File: config.mk
export PLATFORM = sky130hd
export DESIGN_NAME = snes_pad_poller
export DESIGN_NICKNAME = d
export VERILOG_FILES = /design/src/rtl/snes_pad_poller.sv
export SDC_FILE = /design/constraint.sdc
export NUM_CORES = 1
export LEC_CHECK = 0
export BUFFER_PORTS_ARGS = -buffer_cell sky130_fd_sc_hd__buf_2
export CORE_ASPECT_RATIO = 1.75
export CORE_MARGIN = 2
export CORE_UTILIZATION = 25
export DETAILED_ROUTE_END_ITERATION = 8
export MAX_ROUTING_LAYER = met4
export PLACE_DENSITY = 0.43
export SYNTH_ARGS = -nofsm -noshare
export SYNTH_HDL_FRONTEND = slang
export SYNTH_SLANG_ARGS = --single-unit
File: constraint.sdc
create_clock -name clock -period 4.61 [get_ports clock]
set_clock_uncertainty 0.2 [all_clocks]
set_input_delay 0.2305 -clock clock [delete_from_list [all_inputs] [get_ports clock]]
set_output_delay 0.2305 -clock clock [all_outputs]
set_load 0.02 [all_outputs]
File: src/rtl/snes_pad_poller.sv
// SNES-style pad poller: periodically latches the pad, shifts in 16 bits
// synchronously to `clock`, then debounces and inverts them into an
// active-high button vector with one-cycle valid/changed strobes.
module snes_pad_poller #(
   parameter int unsigned CLK_DIV        = 4,
   parameter int unsigned LATCH_CYCLES   = 8,
   parameter int unsigned POLL_PERIOD    = 200,
   parameter int unsigned DEBOUNCE_POLLS = 2
) (
   input  logic        clock,
   input  logic        reset_n,
   input  logic        pad_data,
   output logic        pad_latch,
   output logic        pad_clk,
   output logic [15:0] buttons,
   output logic        buttons_valid,
   output logic        buttons_changed,
   output logic        busy
);

   localparam int unsigned CNT_W  = (POLL_PERIOD > 1) ? $clog2(POLL_PERIOD) : 1;
   localparam int unsigned PH_MAX = (LATCH_CYCLES > CLK_DIV) ? LATCH_CYCLES : CLK_DIV;
   localparam int unsigned PH_W   = $clog2(PH_MAX + 1);
   localparam int unsigned MC_W   = $clog2(DEBOUNCE_POLLS + 1);

   localparam logic [CNT_W-1:0] CNT_LAST = CNT_W'(POLL_PERIOD - 1);
   localparam logic [PH_W-1:0]  LAT_LAST = PH_W'(LATCH_CYCLES - 1);
   localparam logic [PH_W-1:0]  DIV_LAST = PH_W'(CLK_DIV - 1);
   localparam logic [MC_W-1:0]  MC_FULL  = MC_W'(DEBOUNCE_POLLS);

   typedef enum logic [2:0] {
      S_IDLE,
      S_LATCH,
      S_BIT0,
      S_CLK_LO,
      S_CLK_HI,
      S_DONE
   } state_t;

   state_t            state_q, state_d;
   logic [PH_W-1:0]   ph_q, ph_d;
   logic [3:0]        idx_q, idx_d;
   logic [15:0]       shift_q, shift_d;
   logic [1:0]        sync_q;
   logic [CNT_W-1:0]  cnt_q;
   logic [15:0]       last_raw_q, last_raw_d;
   logic [MC_W-1:0]   match_q, match_d;
   logic [MC_W-1:0]   match_nxt;
   logic [15:0]       buttons_q, buttons_d;
   logic              valid_q, valid_d;
   logic              changed_q, changed_d;
   logic              latch_q, latch_d;
   logic              pclk_q, pclk_d;

   logic              data_s;
   logic              tick;
   logic [15:0]       raw;

   assign data_s = sync_q[1];
   assign tick   = (cnt_q == CNT_LAST);
   assign raw    = ~shift_q;

   // Two-flop synchronizer for the asynchronous pad data line (idles high).
   always_ff @(posedge clock or negedge reset_n) begin
      if (!reset_n) begin
         sync_q <= 2'b11;
      end else begin
         sync_q <= {sync_q[0], pad_data};
      end
   end

   // Free-running poll period counter; its terminal count is the scan tick.
   always_ff @(posedge clock or negedge reset_n) begin
      if (!reset_n) begin
         cnt_q <= '0;
      end else if (tick) begin
         cnt_q <= '0;
      end else begin
         cnt_q <= cnt_q + 1'b1;
      end
   end

   // Scan sequencing, bit capture and debounce decision for the next cycle.
   always_comb begin
      state_d    = state_q;
      ph_d       = ph_q;
      idx_d      = idx_q;
      shift_d    = shift_q;
      last_raw_d = last_raw_q;
      match_d    = match_q;
      match_nxt  = match_q;
      buttons_d  = buttons_q;
      valid_d    = 1'b0;
      changed_d  = 1'b0;

      case (state_q)
         S_IDLE: begin
            ph_d = '0;
            if (tick) begin
               state_d = S_LATCH;
            end
         end

         S_LATCH: begin
            if (ph_q == LAT_LAST) begin
               ph_d    = '0;
               state_d = S_BIT0;
            end else begin
               ph_d = ph_q + 1'b1;
            end
         end

         S_BIT0: begin
            if (ph_q == DIV_LAST) begin
               shift_d[0] = data_s;
               ph_d       = '0;
               idx_d      = 4'd1;
               state_d    = S_CLK_LO;
            end else begin
               ph_d = ph_q + 1'b1;
            end
         end

         S_CLK_LO: begin
            if (ph_q == DIV_LAST) begin
               ph_d    = '0;
               state_d = S_CLK_HI;
            end else begin
               ph_d = ph_q + 1'b1;
            end
         end

         S_CLK_HI: begin
            if (ph_q == DIV_LAST) begin
               shift_d[idx_q] = data_s;
               ph_d           = '0;
               if (idx_q == 4'd15) begin
                  state_d = S_DONE;
               end else begin
                  idx_d   = idx_q + 4'd1;
                  state_d = S_CLK_LO;
               end
            end else begin
               ph_d = ph_q + 1'b1;
            end
         end

         S_DONE: begin
            if (raw == last_raw_q) begin
               match_nxt = (match_q == MC_FULL) ? match_q : match_q + 1'b1;
            end else begin
               match_nxt = MC_W'(1);
            end
            match_d    = match_nxt;
            last_raw_d = raw;
            valid_d    = 1'b1;
            if ((match_nxt == MC_FULL) && (raw != buttons_q)) begin
               buttons_d = raw;
               changed_d = 1'b1;
            end
            state_d = S_IDLE;
         end

         default: begin
            state_d = S_IDLE;
         end
      endcase

      // Pad pins are registered from the next state so they line up with it.
      latch_d = (state_d == S_LATCH);
      pclk_d  = (state_d != S_CLK_LO);
   end

   // State, datapath and registered pad/strobe outputs.
   always_ff @(posedge clock or negedge reset_n) begin
      if (!reset_n) begin
         state_q    <= S_IDLE;
         ph_q       <= '0;
         idx_q      <= '0;
         shift_q    <= '0;
         last_raw_q <= '0;
         match_q    <= '0;
         buttons_q  <= '0;
         valid_q    <= 1'b0;
         changed_q  <= 1'b0;
         latch_q    <= 1'b0;
         pclk_q     <= 1'b1;
      end else begin
         state_q    <= state_d;
         ph_q       <= ph_d;
         idx_q      <= idx_d;
         shift_q    <= shift_d;
         last_raw_q <= last_raw_d;
         match_q    <= match_d;
         buttons_q  <= buttons_d;
         valid_q    <= valid_d;
         changed_q  <= changed_d;
         latch_q    <= latch_d;
         pclk_q     <= pclk_d;
      end
   end

   assign pad_latch       = latch_q;
   assign pad_clk         = pclk_q;
   assign buttons         = buttons_q;
   assign buttons_valid   = valid_q;
   assign buttons_changed = changed_q;
   assign busy            = (state_q != S_IDLE);

endmodule

==> flow_summary_export.csv, run 1 <==
group,metric,value,unit
floorplanning,core_area,14300,µm²
sta,smallest_hold_slack,157.0,ps
final_layout,finalNetCount,372,
global_route,track_usage,11.31,%
worst_setup_path,path_max_fanout,33,
sta,grt_setup_unrepaired,"no",
cts,cts.root.buffer_cell,"clkbuf_16",
placed_design,place_area,3923,µm²
worst_setup_path,criticalPathCategory,"reg2reg",
run,cap_viol_max_count,0,
cts,clk_pin_slew_worst_paths,60,ps
power,vdd.ir_drop.worst,0.1514,mV
cts,ctsResizeCount,0,
drt,drt-total-wl,7832,µm
logic_synthesis,postSynthCellCount,337,
floorplanning,fp.dieArea,15510,µm²
floorplanning,rows,58,
global_route,antenna_found_initial,0,
logic_synthesis,synth.cell_area,3623,µm²
sta,slew_viol_final,0,
global_route,overflow,0,
logic_synthesis,ys_async_sr_fraction,100.0,%
placed_design,detailedPlace.worstSlack,1561,ps
sta,setup_total_negative_slack,0,ps
power,static-leakage-power,1.966,nW
power,power.internal,1.182,mW
floorplanning,chipWidth,95.01,µm
status,status,"completed",
worst_setup_path,timing.critical_path.arrival,3090,ps
drt,wire_per_inst,14.32,µm
logic_synthesis,number_of_enable_flip_flop_cells_after_synthesis,0,
power,p_per_area,341.3,nW/µm²
cts,cts.sinks,75,
logic_synthesis,average_size_of_a_mapped_cell,10.75,µm²
cts,cts_hold_buf,2,
worst_setup_path,critical_path.endpoint_type,"register",
power,netSwitchingFraction,19.13,%
drt,routed-wl-met3,203,µm
global_route,grt_pass1_wl,12850,µm
drt,drt_pre_antenna_iters,4,
final_layout,antenna_cells_inserted,0,
floorplanning,io_pins,24,
power,switching_power,279.5,µW
floorplanning,die-height,163.3,µm
sta,finalCriticalPeriod,3044,ps
drt,maxUsedRoutingLayer,"met4",
placed_design,port-buffer-count,23,
final_layout,syn2layout_area_growth,18.16,%
placed_design,place.detailed.instances,529,
global_route,grt_max_degree,76,
global_route,vias_in_the_first_global_route,2454,
drt,m1_wl,3187,µm
final_layout,final_cell_area,4282,µm²
cts,tritoncts.num_buffers,9,
cts,worst_skew_pair.late_latency,330,ps
final_layout,drive_above_1_share,17.44,%
power,power.total,1.461,mW
sta,post-route-period-util,66.02,%
logic_synthesis,synth_top_flop_cell,"dfrtp_1",
logic_synthesis,synth.ff_latch_count,75,
cts,post-cts-setup-buffer-count,0,
drt,via_count,2462,
logic_synthesis,synthesis.nets,347,
sta,worst_slew_pin_slew,992.0,ps
cts,clk_path_buf_depth,2,
power,sequentialPowerShare,45.3,%
worst_setup_path,cp.required,4660,ps
worst_hold_path,tightest_hold_check_type,"reg2reg",
drt,avgViaCountPerCell,4.501,
drt,dr_iter_0_viols,83,
drt,wl_met2,4278,µm
drt,drc_errors,0,
sta,timing.final.hold_violations,0,
cts,htree_levels,3,
cts,cts_tree,"built",
drt,ant_nets,0,
logic_synthesis,seq_area_frac_synth,51.90,%
logic_synthesis,post_synth_num_cell_types,41,
power,pwr-share-comb,1.0,%
sta,achievable-frequency,328.6,MHz
worst_setup_path,timing.critical_path.from_type,"register",
placed_design,post-dp-hpwl,5672,µm
floorplanning,initial_utilization,25.35,%
final_layout,final_cells,547,
sta,finalSetupViolCount,0,
sta,slew_headroom,33.87,%
final_layout,finish.utilization,29.95,%
power,p_clk_share,53.7,%
logic_synthesis,synth-warning-count,0,
sta,final_critical_path_setup_slack,1566,ps
placed_design,gp_congestion,0.7368,
[layer usage]
layer	vias to the layer above	GRT usage [%]
met4	0	5.270
met3	10	2.675
met5	-	-
met1	1195	12.24
met2	31	19.28
li1	1226	-
[critical path: stages (launching register included)]
cell and delay (ps):
dfrtp_1 600, and2b_1 240, nand2_2 320, inv_1 250, nand2_1 150, nor4_4 670, buf_4 330, mux2i_1 210
[final timing paths]
check                      startpoint         end  slack, ps  cells after the start
max                        state_q[2]  buttons[6]       1570                      7
min                         sync_q[0]   sync_q[1]        160                      0
max reg2reg                state_q[2]  buttons[6]       1570                      7
min reg2reg                 sync_q[0]   sync_q[1]        160                      0
max in group asynchronous     reset_n    idx_q[1]       3160                      2
min in group asynchronous     reset_n     ph_q[3]        380                      2
[power by group through the flow]
stage               combinational, mW  sequential (mW)  clock (mW)
finish                         0.0151            0.662       0.784
global route                   0.0182            0.662       0.831
CTS                            0.0169            0.662       0.809
detailed placement             0.0154            0.674           0
global placement               0.0152            0.674           0
floorplan                    0.000994            0.673           0
[cells by family after synthesis]
kind of cell,count (synthesis),synth area share [%]
xor+xnor,38,9.185
mux,33,9.703
flops,75,51.90
simple gates,102,15.47
fa+ha+maj,7,2.417
compound gates,45,7.217
buf+inv,37,4.109
[final cells by class]
cell class,count,area (µm²)
inverters,24,90.09
multi-input cells,225,1594
repair buffers,27,152.6
fillers,1460,10010
clock buffers,13,270.3
clock inverters,3,68.82
flip-flops and latches,75,1881
well taps,180,225.2
[cells in the final DEF, fill, tap and decap left out, drive strengths merged, types with 2 or more instances in the layout]
cell	synthesis	layout
ha	7	7
nor4	11	11
and3	2	2
o22ai	2	2
nand2b	2	2
nand3	21	21
dfstp	3	3
dfrtp	72	72
o21ai	27	27
nand2	29	29
nand4	11	11
xnor2	17	17
nor2	12	12
inv	24	24
a311oi	2	2
nor3	2	2
nor2b	5	5
a31oi	3	3
xor2	21	21
a21oi	5	5
mux2i	16	16
bufinv	0	2
clkbuf	10	13
mux2	17	17
buf	3	25
dlygate4sd3	0	2
[registers in the layout, indices dropped and copies added (netlist names)]
register / flops
ph_q: 4
shift_q: 16
buttons_valid: 1
pad_clk: 1
match_q: 2
buttons: 16
idx_q: 4
sync_q: 2
cnt_q: 8
buttons_changed: 1
state_q: 3
last_raw_q: 16
pad_latch: 1
[cells in the mapped netlist (all sizes together), types with 2 or more instances]
cell type	number	area, µm²
inv	24	90.09
nand2b	2	12.51
ha	7	87.58
buf	3	21.27
mux2i	16	160.2
a311oi	2	17.52
nand3	21	105.1
xnor2	17	148.9
a31oi	3	18.77
mux2	17	191.4
clkbuf	10	37.54
nand2	29	111.4
xor2	21	183.9
dfrtp	72	1802
a21oi	5	25.02
dfstp	3	78.83
nand4	11	68.82
nor4	11	105.1
and3	2	12.51
nor2	12	45.04
nor3	2	10.01
nor2b	5	31.28
o22ai	2	12.51
o21ai	27	135.1
Power figures use the tool's default switching activity.
==> run 2: changes to the inputs <==
Settings changed: ABC_AREA set to 1.
Clock period 4.61 ns to 3.2 ns, I/O delays scaled along.
==> run 2 against run 1 <==
Die area up 9.2%. Critical path type unchanged. Worst setup slack worse by 540 ps. Cell count up 40%.
==> flow_summary_export.csv, run 2 <==
group,metric,value,unit
status,status,"completed",
sta,post-route-period-util,67.95,%
floorplanning,chipWidth,99.25,µm
worst_setup_path,cp.required,3250,ps
final_layout,antenna_cells_inserted,0,
logic_synthesis,post_synth_num_cell_types,31,
final_layout,syn2layout_area_growth,15.70,%
cts,htree_levels,3,
drt,drt-total-wl,9749,µm
drt,drc_errors,0,
worst_setup_path,cp_slowest_cell,"nor2_2",
logic_synthesis,synth.ff_latch_count,75,
global_route,overflow,0,
sta,grt_setup_unrepaired,"no",
global_route,vias_in_the_first_global_route,3215,
logic_synthesis,postSynthCellCount,544,
logic_synthesis,most_common_cell_in_the_netlist,"nand2_1",
run,cap_viol_max_count,0,
worst_setup_path,timing.critical_path.from_type,"register",
sta,finalSetupViolCount,0,
worst_setup_path,cp_cell_sequence,"nor2_1 -> nand2_1 -> nor2_2 -> o21ai_1 -> inv_1 -> nand2_1 -> nand2_1 -> nand2_1 -> a31oi_1",
worst_hold_path,tightest_hold_check_type,"reg2reg",
global_route,antenna_found_initial,0,
floorplanning,core_area,15720,µm²
logic_synthesis,synth_top_flop_cell,"dfrtp_1",
logic_synthesis,synthesis.nets,554,
sta,achievable-frequency,459.9,MHz
sta,finalCriticalPeriod,2174,ps
worst_setup_path,cp_num_buf_inv,1,
cts,worst_skew_pair.late_latency,340,ps
drt,wire_per_inst,12.71,µm
final_layout,final_common_cell,"nand2_1",
drt,avgViaCountPerCell,4.348,
cts,cts.sinks,75,
logic_synthesis,seq_area_frac_synth,47.38,%
floorplanning,fp.dieArea,16940,µm²
worst_setup_path,critical-path-top-delay-family,"simple AND/OR/NAND/NOR gates",
power,p_per_area,427.6,nW/µm²
power,vdd.ir_drop.worst,0.2128,mV
logic_synthesis,yosys.area.top_type_share,45.40,%
logic_synthesis,average_size_of_a_mapped_cell,7.296,µm²
cts,cts_tree,"built",
floorplanning,initial_utilization,25.24,%
logic_synthesis,synth.top_cells.by_area,"dfrtp_1 (45%), nand2_1 (19%), inv_1 (6.5%)",
drt,via_count,3335,
worst_setup_path,path_max_fanout,15,
sta,worst_slew_pin_slew,994.8,ps
floorplanning,io_pins,24,
cts,cts.root.buffer_cell,"clkbuf_16",
logic_synthesis,synth-warning-count,0,
logic_synthesis,yosys-top-cells-count,"nand2_1 (206), dfrtp_1 (72), inv_1 (69)",
sta,slew_viol_final,0,
cts,tritoncts.num_buffers,9,
power,static-leakage-power,2.297,nW
sta,smallest_hold_slack,158.2,ps
placed_design,gp_congestion,0.8078,
sta,timing.final.hold_violations,0,
drt,dr_iter_0_viols,133,
logic_synthesis,number_of_enable_flip_flop_cells_after_synthesis,0,
placed_design,post-dp-hpwl,7173,µm
worst_setup_path,criticalPathCategory,"reg2reg",
placed_design,port-buffer-count,23,
global_route,grt_pass1_wl,16370,µm
drt,drt_pre_antenna_iters,4,
global_route,grt_max_degree,76,
worst_setup_path,critical_path.endpoint_type,"register",
drt,ant_nets,0,
cts,clk_path_buf_depth,2,
floorplanning,rows,61,
logic_synthesis,synth.cell_area,3969,µm²
floorplanning,die-height,170.7,µm
final_layout,layout.cells.most_common_list,"nand2_1 (206), dfrtp_1 (72), inv_1 (69)",
worst_setup_path,timing.critical_path.arrival,2230,ps
logic_synthesis,synth.largest_area_cell,"dfrtp_1",
sta,slew_headroom,33.68,%
placed_design,place_area,4283,µm²
worst_setup_path,crit_path_max_incr_delay,470,ps
final_layout,final_cell_area,4592,µm²
global_route,track_usage,12.83,%
logic_synthesis,ys_async_sr_fraction,100.0,%
final_layout,drive_above_1_share,11.94,%
final_layout,finalNetCount,583,
sta,setup_total_negative_slack,0,ps
worst_setup_path,critical-path-top-cell-by-count,"nand2_1",
cts,clk_pin_slew_worst_paths,60,ps
[run 2: cell types whose count changed after synthesis, moves of 16 or more]
cell	before	now
nand2_1	28	206
inv_1	24	69
nor2_1	12	49
xor2_1	21	3
mux2_2	17	0
mux2i_1	16	0
[run 2: final timing paths]
| kind | startpoint | endpoint | slack, ps | cells past startpoint |
|---|---|---|---|---|
| max | state_q[0] | idx_q[3] | 1030 | 9 |
| min | sync_q[0] | sync_q[1] | 160 | 0 |
| max reg2reg | state_q[0] | idx_q[3] | 1030 | 9 |
| min reg2reg | sync_q[0] | sync_q[1] | 160 | 0 |
| max in group asynchronous | reset_n | shift_q[5] | 1830 | 2 |
| min in group asynchronous | reset_n | cnt_q[1] | 330 | 2 |
[run 2: power by group]
| part | total (mW) | leakage (nW) | internal [mW] | switching (mW) |
|---|---|---|---|---|
| sequential | 0.951 | 1.02 | 0.950 | 0.000943 |
| clock | 0.988 | 0.135 | 0.553 | 0.434 |
| combinational | 0.0245 | 1.14 | 0.00291 | 0.0216 |
| total | 1.96 | 2.30 | 1.51 | 0.457 |
[run 2: area by class of cell]
class / instances / area, µm²
tap: 189 / 236.5
sequential: 75 / 1881
clock inverter: 6 / 50.05
multi-input combinational: 378 / 1729
clock buffer: 10 / 239.0
inverter: 83 / 311.5
fill: 1713 / 11130
timing repair buffer: 26 / 145.1
[run 2: cells by family (layout without fill, tap and decap cells)]
group	Yosys count	after routing	share of synthesized area (%)
xor+xnor	5	5	1.104
simple gates	309	309	32.82
compound gates	57	57	7.440
flops	75	75	47.38
fa+ha+maj	7	7	2.207
buf+inv	91	125	9.048
[run 2: stage by stage]
step	power [mW]	util, %	setup slack, ps	cells
global placement	0.9943	27.24	1070	749
finish	1.963	29.21	1026	767
global route	2.040	29.21	738.1	767
CTS	1.997	29.21	1020	767
detailed placement	0.9945	27.24	1040	749
floorplan	0.9705	-	1548	544
[run 2: metal layers]
metal,vias up,share of wire [%],track usage [%],routed length [µm]
met5,-,0,-,0
met4,0,2.3,5.599,223
met3,9,2.2,2.165,214
met2,38,55,23.21,5377
met1,1540,40,13.57,3934
li1,1748,-,-,-
[run 2: worst reg2reg max path: cells and delay by family, from the launching register on]
kind / cells / cell delay, ps
and+or+nand+nor: 6 / 960
DFF: 1 / 410
AOI/OAI and AO/OA: 2 / 360
buffers and inverters: 1 / 170
[run 2: repair_timing]
item	4_1_cts	5_1_grt
endpoints found under the setup margin	0	0
endpoints found under the hold margin	73	0
gates resized for setup	0	0
buffers inserted	0	0
hold buffers	2	0
